--- config.mk ---
export PLATFORM = sky130hd
export DESIGN_NAME = ghash_engine
export DESIGN_NICKNAME = d
export VERILOG_FILES = /design/src/rtl/ghash_engine.sv
export SDC_FILE = /design/constraint.sdc
export NUM_CORES = 1
export LEC_CHECK = 0
export ABC_AREA = 1
export ABC_CLOCK_PERIOD_IN_PS = 2900
export BUFFER_PORTS_ARGS = -buffer_cell sky130_fd_sc_hd__buf_4
export CAP_MARGIN = 0
export CORE_AREA = 3 3 280 282
export CTS_CLUSTER_SIZE = 16
export DETAILED_ROUTE_END_ITERATION = 8
export DIE_AREA = 0 0 283 285
export MAX_ROUTING_LAYER = met4
export PLACE_DENSITY_LB_ADDON = 0.12
export SETUP_SLACK_MARGIN = 0.1
export SYNTH_ARGS = -nofsm -noshare
export SYNTH_HDL_FRONTEND = slang
export SYNTH_SLANG_ARGS = --single-unit
--- constraint.sdc ---
create_clock -name clk -period 2.9 [get_ports clk]
set_input_delay 0.725 -clock clk [delete_from_list [all_inputs] [get_ports clk]]
set_output_delay 0.725 -clock clk [all_outputs]
set_load 0.1 [all_outputs]
--- src/rtl/ghash_engine.sv ---
// ghash_engine: sequential GHASH for AES-GCM.
//   Folds each accepted 128-bit block into Y = (Y xor X) * H over GF(2^128),
//   using a digit-serial multiplier (DIGIT bits of X per cycle, 128/DIGIT cycles).
//   The final Y of a message is presented on a valid/ready output.
// Ports:
//   clk, rst_n          clock, async active-low reset
//   h_load, h_in        load hash subkey H (IDLE only)
//   init                clear accumulator Y (IDLE only)
//   in_valid/in_ready   input block handshake, in_data = X_i, in_last = final block
//   out_valid/out_ready result handshake, out_tag = Y
//   busy                high in MUL and OUT
module ghash_engine #(
  parameter int DIGIT = 1
) (
  input  logic         clk,
  input  logic         rst_n,
  input  logic         h_load,
  input  logic [127:0] h_in,
  input  logic         init,
  input  logic         in_valid,
  output logic         in_ready,
  input  logic [127:0] in_data,
  input  logic         in_last,
  output logic         out_valid,
  input  logic         out_ready,
  output logic [127:0] out_tag,
  output logic         busy
);

  localparam int           STEPS     = 128 / DIGIT;
  localparam logic [6:0]   LAST_STEP = 7'(STEPS - 1);
  // GCM reflected bit order: R = 11100001 || 0^120
  localparam logic [127:0] R         = {8'hE1, 120'b0};

  typedef enum logic [1:0] {IDLE, MUL, OUT} state_t;

  state_t       state_q, state_d;
  logic [127:0] h_q, h_d, y_q, y_d, x_q, x_d, z_q, z_d, v_q, v_d;
  logic [6:0]   cnt_q, cnt_d;
  logic         last_q, last_d;

  logic [127:0] z_step, v_step, x_step;
  logic         final_step;

  assign final_step = (cnt_q == LAST_STEP);

  // State register and datapath flops
  always_ff @(posedge clk or negedge rst_n) begin
    if (!rst_n) begin
      state_q <= IDLE;
      h_q     <= '0;
      y_q     <= '0;
      x_q     <= '0;
      z_q     <= '0;
      v_q     <= '0;
      cnt_q   <= '0;
      last_q  <= 1'b0;
    end else begin
      state_q <= state_d;
      h_q     <= h_d;
      y_q     <= y_d;
      x_q     <= x_d;
      z_q     <= z_d;
      v_q     <= v_d;
      cnt_q   <= cnt_d;
      last_q  <= last_d;
    end
  end

  // Next-state logic
  always_comb begin
    state_d = state_q;
    case (state_q)
      IDLE:    if (in_valid) state_d = MUL;
      MUL:     if (final_step) state_d = last_q ? OUT : IDLE;
      OUT:     if (out_ready) state_d = IDLE;
      default: state_d = IDLE;
    endcase
  end

  // Datapath: DIGIT shift-and-add iterations unrolled per cycle, X consumed MSB-first
  always_comb begin
    h_d    = h_q;
    y_d    = y_q;
    x_d    = x_q;
    z_d    = z_q;
    v_d    = v_q;
    cnt_d  = cnt_q;
    last_d = last_q;

    z_step = z_q;
    v_step = v_q;
    x_step = x_q;
    for (int i = 0; i < DIGIT; i++) begin
      if (x_step[127]) z_step = z_step ^ v_step;
      v_step = v_step[0] ? ((v_step >> 1) ^ R) : (v_step >> 1);
      x_step = x_step << 1;
    end

    case (state_q)
      IDLE: begin
        if (h_load) h_d = h_in;
        if (init)   y_d = '0;
        // Accepted block uses the pre-update H and Y even if h_load/init coincide
        if (in_valid) begin
          x_d    = in_data ^ y_q;
          v_d    = h_q;
          z_d    = '0;
          cnt_d  = '0;
          last_d = in_last;
        end
      end
      MUL: begin
        z_d   = z_step;
        v_d   = v_step;
        x_d   = x_step;
        cnt_d = cnt_q + 7'd1;
        if (final_step) y_d = z_step;
      end
      OUT: begin
        // Auto-clear so the next message starts from zero without an init
        if (out_ready) y_d = '0;
      end
      default: ;
    endcase
  end

  // Output logic
  always_comb begin
    in_ready  = (state_q == IDLE);
    out_valid = (state_q == OUT);
    busy      = (state_q == MUL) || (state_q == OUT);
  end

  assign out_tag = y_q;

endmodule

== After elaboration in Yosys (flattened, before gate mapping) ==
Cells that the tools add are included.
Operators by class
  equal/unequal tests: 7
  multiplexer cells: 19
  reductions and logical operators: 9
  bitwise operators: 3
  $add $sub $neg: 1
Operators with widths (number)
  128-bit 2-to-1 mux: 8
  128-bit one-hot mux with 2 select lines: 3
  128-bit one-hot mux with 3 select lines: 1
  128-bit bitwise XOR: 2
  7-bit one-hot mux with 2 select lines: 1
  2-bit 2-to-1 mux: 4
  7-bit by 1-bit adder with 7-bit output (second input constant): 1
  7-bit == test (second input constant): 1
  7-bit 2-to-1 mux: 1
  2-bit != test (second input constant): 3
  2-bit one-hot mux with 3 select lines: 1
  2-bit AND reduction: 3
  3-bit NOT with 4-bit output: 1
  4-bit AND reduction: 1
  3-bit AND reduction: 1
  3-bit nonzero test: 1
  2-bit by 1-bit == test with 1-bit output (second input constant): 1
  2-bit == test (second input constant): 1
  2-bit logical NOT: 1
  2-bit by 1-bit != test with 1-bit output (second input constant): 1
  2-bit nonzero test: 1
  1-bit logical OR: 1
Storage, ports and cells
  flip-flop bits (word level): 650
  bits of input ports: 263
  output and inout port bits: 131
  word-level logic and storage cells: 47

== Longest topological paths before layout ==
  depth in word-level cells: 4
  gate-level depth with buffers: 11
  depth with buffers taken out: 9

== Worst setup path before layout ==
OpenSTA, ideal clock, no wires.
  path type: register to register
  start: register state_q[0]
  end: register z_q[100]
  cell stages (with the launch flop): 11
  required time: 2783 ps
  library setup time: 117 ps
  path buffers: 3
  data arrival time: 2226 ps
  period minus slack after synthesis: 2343 ps
  setup slack: 557 ps
  path through: dfrtp_1 > inv_1 > ha_1 > nand2_2 > nand2_2 > inv_2 > buf_2 > buf_4 > buf_4 > nand2_1 > nand2_1
On the way
  longest elaborated chain between the ends: 3
  elaborated cells between the ends (all ways): 6
  classes of those cells: eq/ne (2); mux (1); reduce/logical (3)
Ends and longest elaborated chain
  start: declaration: line 37  | state_t state_q, state_d;
  start signal: assignment: line 59  | state_q <= state_d;
  2-bit logical NOT (*)
  net in_ready: line 21  | output logic in_ready,
  2-bit != test (no line) / 2-bit nonzero test (equally long branches)
  2-bit AND reduction (no line)
  end signal: assignment: line 63  | z_q <= z_d;
  end: declaration: line 38  | logic [127:0] h_q, h_d, y_q, y_d, x_q, x_d, z_q, z_d, v_q, v_d;
Mark *: on every way through the listed nets, which the timed path passes. The rest lies on a longest branch.
A chain may end at the register's enable or synchronous reset.

== Final worst setup path ==
  start: register state_q[0]
  end: output out_valid
On the way
  longest elaborated chain between the ends: 1
Ends and longest elaborated chain
  2-bit == test: line 131  | out_valid = (state_q == OUT);
  end: declaration: line 24  | output logic out_valid,
No other way between the ends.

==> results.sh <==
export IMPL_status="complete, no violations"
export IMPL_fillers=7384
export IMPL_rr_startpoint="state_q[1]"
export IMPL_powerDensity_nw_per_um2=1420
export IMPL_synth_most_common_cell="nand2_1"
export IMPL_ctsResizeCount=0
export IMPL_initial_core_util_pct=39.9
export IMPL_hp_class="input pin to asynchronous set/reset pin"
export IMPL_rsz0062_at_grt="no"
export IMPL_synth_top_flop_cell="dfrtp_1"
export IMPL_crit_chain="inv_1 > ha_1 > buf_4"
export IMPL_row_count=101
export IMPL_drc=0
export IMPL_slew_viol_final=0
export IMPL_dp_cells=4774
export IMPL_power_frac_seq_pct=33.2
export IMPL_required_ns=2.17
export IMPL_switching_share_pct=48.0
export IMPL_ys_seq_area_share_pct=53.7
export IMPL_nets=4088
export IMPL_multiInputGateArea_um2=12600
export IMPL_synth_area_leaders="dfrtp_1 54%, nand2_1 13%, a21oi_1 8.6%"
export IMPL_antenna_found_initial=7
export IMPL_worst_pin_slew_ns=1.02
export IMPL_syn_cell_area_um2=30300
export IMPL_combinationalPowerShare_pct=48.1
export IMPL_die_h_um=285
export IMPL_clock_sinks=650
export IMPL_cp_start_kind="flip-flop"
export IMPL_drive_above_1_share_pct=18.5
export IMPL_grt_pass1_wl_mm=140
export IMPL_crit_arrival_ns=1.87
export IMPL_grt_pass1_vias=24900
export IMPL_portBuffers=393
export IMPL_area_growth_pct=20.8
export IMPL_dp_hpwl_mm=54.6
export IMPL_p_int_w=0.0271
export IMPL_ys_types=23
export IMPL_gr_total_overflow=0
export IMPL_yosysWarnings=0
export IMPL_track_usage_pct=21.8
export IMPL_synth_top_area_share_pct=53.7
export IMPL_irDropWorstVdd_uv=909
export IMPL_drtIter0Drc=1706
export IMPL_r2r_cells=8
export IMPL_wl_per_cell_um=17.6
export IMPL_fin_worst_skew_ns=0.0206
export IMPL_end_kind="primary output"
export IMPL_relSlewSlack_pct=31.9
export IMPL_routed_wl_mm=86.2
export IMPL_grt_max_degree=177
export IMPL_cts_buffers_inserted=74
export IMPL_register_area_um2=16300
export IMPL_vias=25500
export IMPL_max_stage_delay_ns=0.45
export IMPL_finalSetupTns_ns=0
export IMPL_clockBufferDepth=3
export IMPL_dr_pass1_iters=6
export IMPL_finalHoldViolations=0
export IMPL_synth_edf_count=0
export IMPL_dieArea_um2=80700
export IMPL_core_area_um2=75900
export IMPL_max_cap_violations=0
export IMPL_synth_seq_cells=650
export IMPL_reg2reg_slack_ns=0.48
export IMPL_syn_area_per_cell_um2=8.54
export IMPL_gp_congestion=0.773
export IMPL_setup_viol=0
export IMPL_power_frac_clock_pct=18.7
export IMPL_postRouteAntennaNets=0
export IMPL_async_flop_share_pct=100
export IMPL_fmax_mhz=385
export IMPL_r2r_end="v_q[42]"
export IMPL_dieWidth_um=283
export IMPL_cp_max_fo=4
export IMPL_synth_nets=3812
export IMPL_cts_max_level=3
export IMPL_syn_inst=3544
export IMPL_postCtsSetupBuffers=0
export IMPL_clk_latency_ns=0.60
export IMPL_min_period_ns=2.60
export IMPL_crit_type="flip-flop to primary output"
export IMPL_p_leak_nw=17.2
export IMPL_switching_power_w=0.0250
export IMPL_critPathSlowestCell="dfrtp_1"
export IMPL_final_cells=4912
export IMPL_hold_buffers=0
export IMPL_vias_per_cell=5.20
export IMPL_clkSlewWorstSetupHoldPaths_ns=0.06
export IMPL_tritoncts="yes"
export IMPL_synth_commonest_cells="1043 x nand2_1, 650 x dfrtp_1, 521 x a21oi_1"
export IMPL_ioPinCount=394
export IMPL_yosys_area_top_type="dfrtp_1"
export IMPL_clock_root_buffer="clkbuf_16"
export IMPL_period_share_pct=89.6
-- stage by stage --
stage | total power, W | instance area (um^2) | hold slack [ns] | setup WS [ns] | utilization (%)
after floorplan | 0.0360 | 30300 | 0.429 | 0.557 | -
after detailed placement | 0.0426 | 34000 | 0.468 | 0.496 | 44.8
after CTS | 0.0526 | 36600 | 0.00536 | 0.274 | 48.1
after global routing | 0.0561 | 36600 | 0.0230 | 0.218 | 48.2
after global placement | 0.0422 | 34000 | 0.468 | 0.565 | 44.8
final | 0.0521 | 36600 | 0.0356 | 0.301 | 48.2
-- final cells by class --
| cell class | count | area share, % |
|---|---|---|
| sequential | 650 | 44.5 |
| multi-input combinational | 2622 | 34.3 |
| clock buffer | 110 | 6.24 |
| antenna | 7 | 0.0479 |
| inverter | 15 | 0.188 |
| timing repair buffer | 457 | 10.5 |
| tap | 1030 | 3.52 |
| clock inverter | 21 | 0.742 |
-- how the worst max path moves through the flow --
stage                     from        end  slack (ns)  depth (start not counted)
floorplan           state_q[0]   z_q[100]        0.56                         10
global placement    state_q[1]    v_q[66]        0.57                          8
detailed placement  state_q[1]    v_q[77]        0.50                          8
CTS                 state_q[0]  out_valid        0.27                          3
global route        state_q[0]  out_valid        0.22                          3
finish              state_q[0]  out_valid        0.30                          3
-- cells in the final DEF (no fill, tap or decap), drive strengths merged, types with 17 or more instances in the layout --
master,count
nand4,131
nand3,134
a21oi,521
clkbuf,110
a31oi,124
o21ai,137
mux2,127
nand2,1046
nor2,394
buf,457
dfrtp,650
inv,17
-- critical path: cells and delay by family, from the launching register on --
family	cells	cell delay, ns
buffers and inverters	2	0.48
DFF	1	0.45
adders and majority gates	1	0.35
-- power groups by stage --
stage | sequential (W) | clock, W | combinational (W)
after CTS | 0.0173 | 0.0100 | 0.0253
after global placement | 0.0173 | 0 | 0.0249
final | 0.0173 | 0.00975 | 0.0250
after floorplan | 0.0215 | 0 | 0.0145
after global routing | 0.0179 | 0.0104 | 0.0278
after detailed placement | 0.0173 | 0 | 0.0253
-- sequential cells by signal, summed over array words and instances, names as in the netlist --
signal and flops:
h_q 128, out_tag 128, state_q 2, z_q 128, last_q 1, v_q 128, x_q 128, cnt_q 7
-- logic make-up after synthesis --
kind of cell | after synthesis | share of synthesized area [%]
muxes | 127 | 4.73
adders and majority gates | 5 | 0.207
DFF | 650 | 53.7
buffers and inverters | 272 | 4.99
xor gates and xnor gates | 1 | 0.0289
AOI/OAI and AO/OA | 782 | 13.4
and+or+nand+nor | 1707 | 22.9
-- layer usage --
| metal | vias up | track usage, % | wire [um] |
|---|---|---|---|
| met3 | 94 | 3.95 | 4180 |
| met5 | - | - | 0 |
| li1 | 12600 | - | - |
| met2 | 552 | 32.5 | 38600 |
| met4 | 0 | 4.65 | 1470 |
| met1 | 12300 | 31.1 | 41900 |
Note: power is estimated with default switching activity, not from simulation.
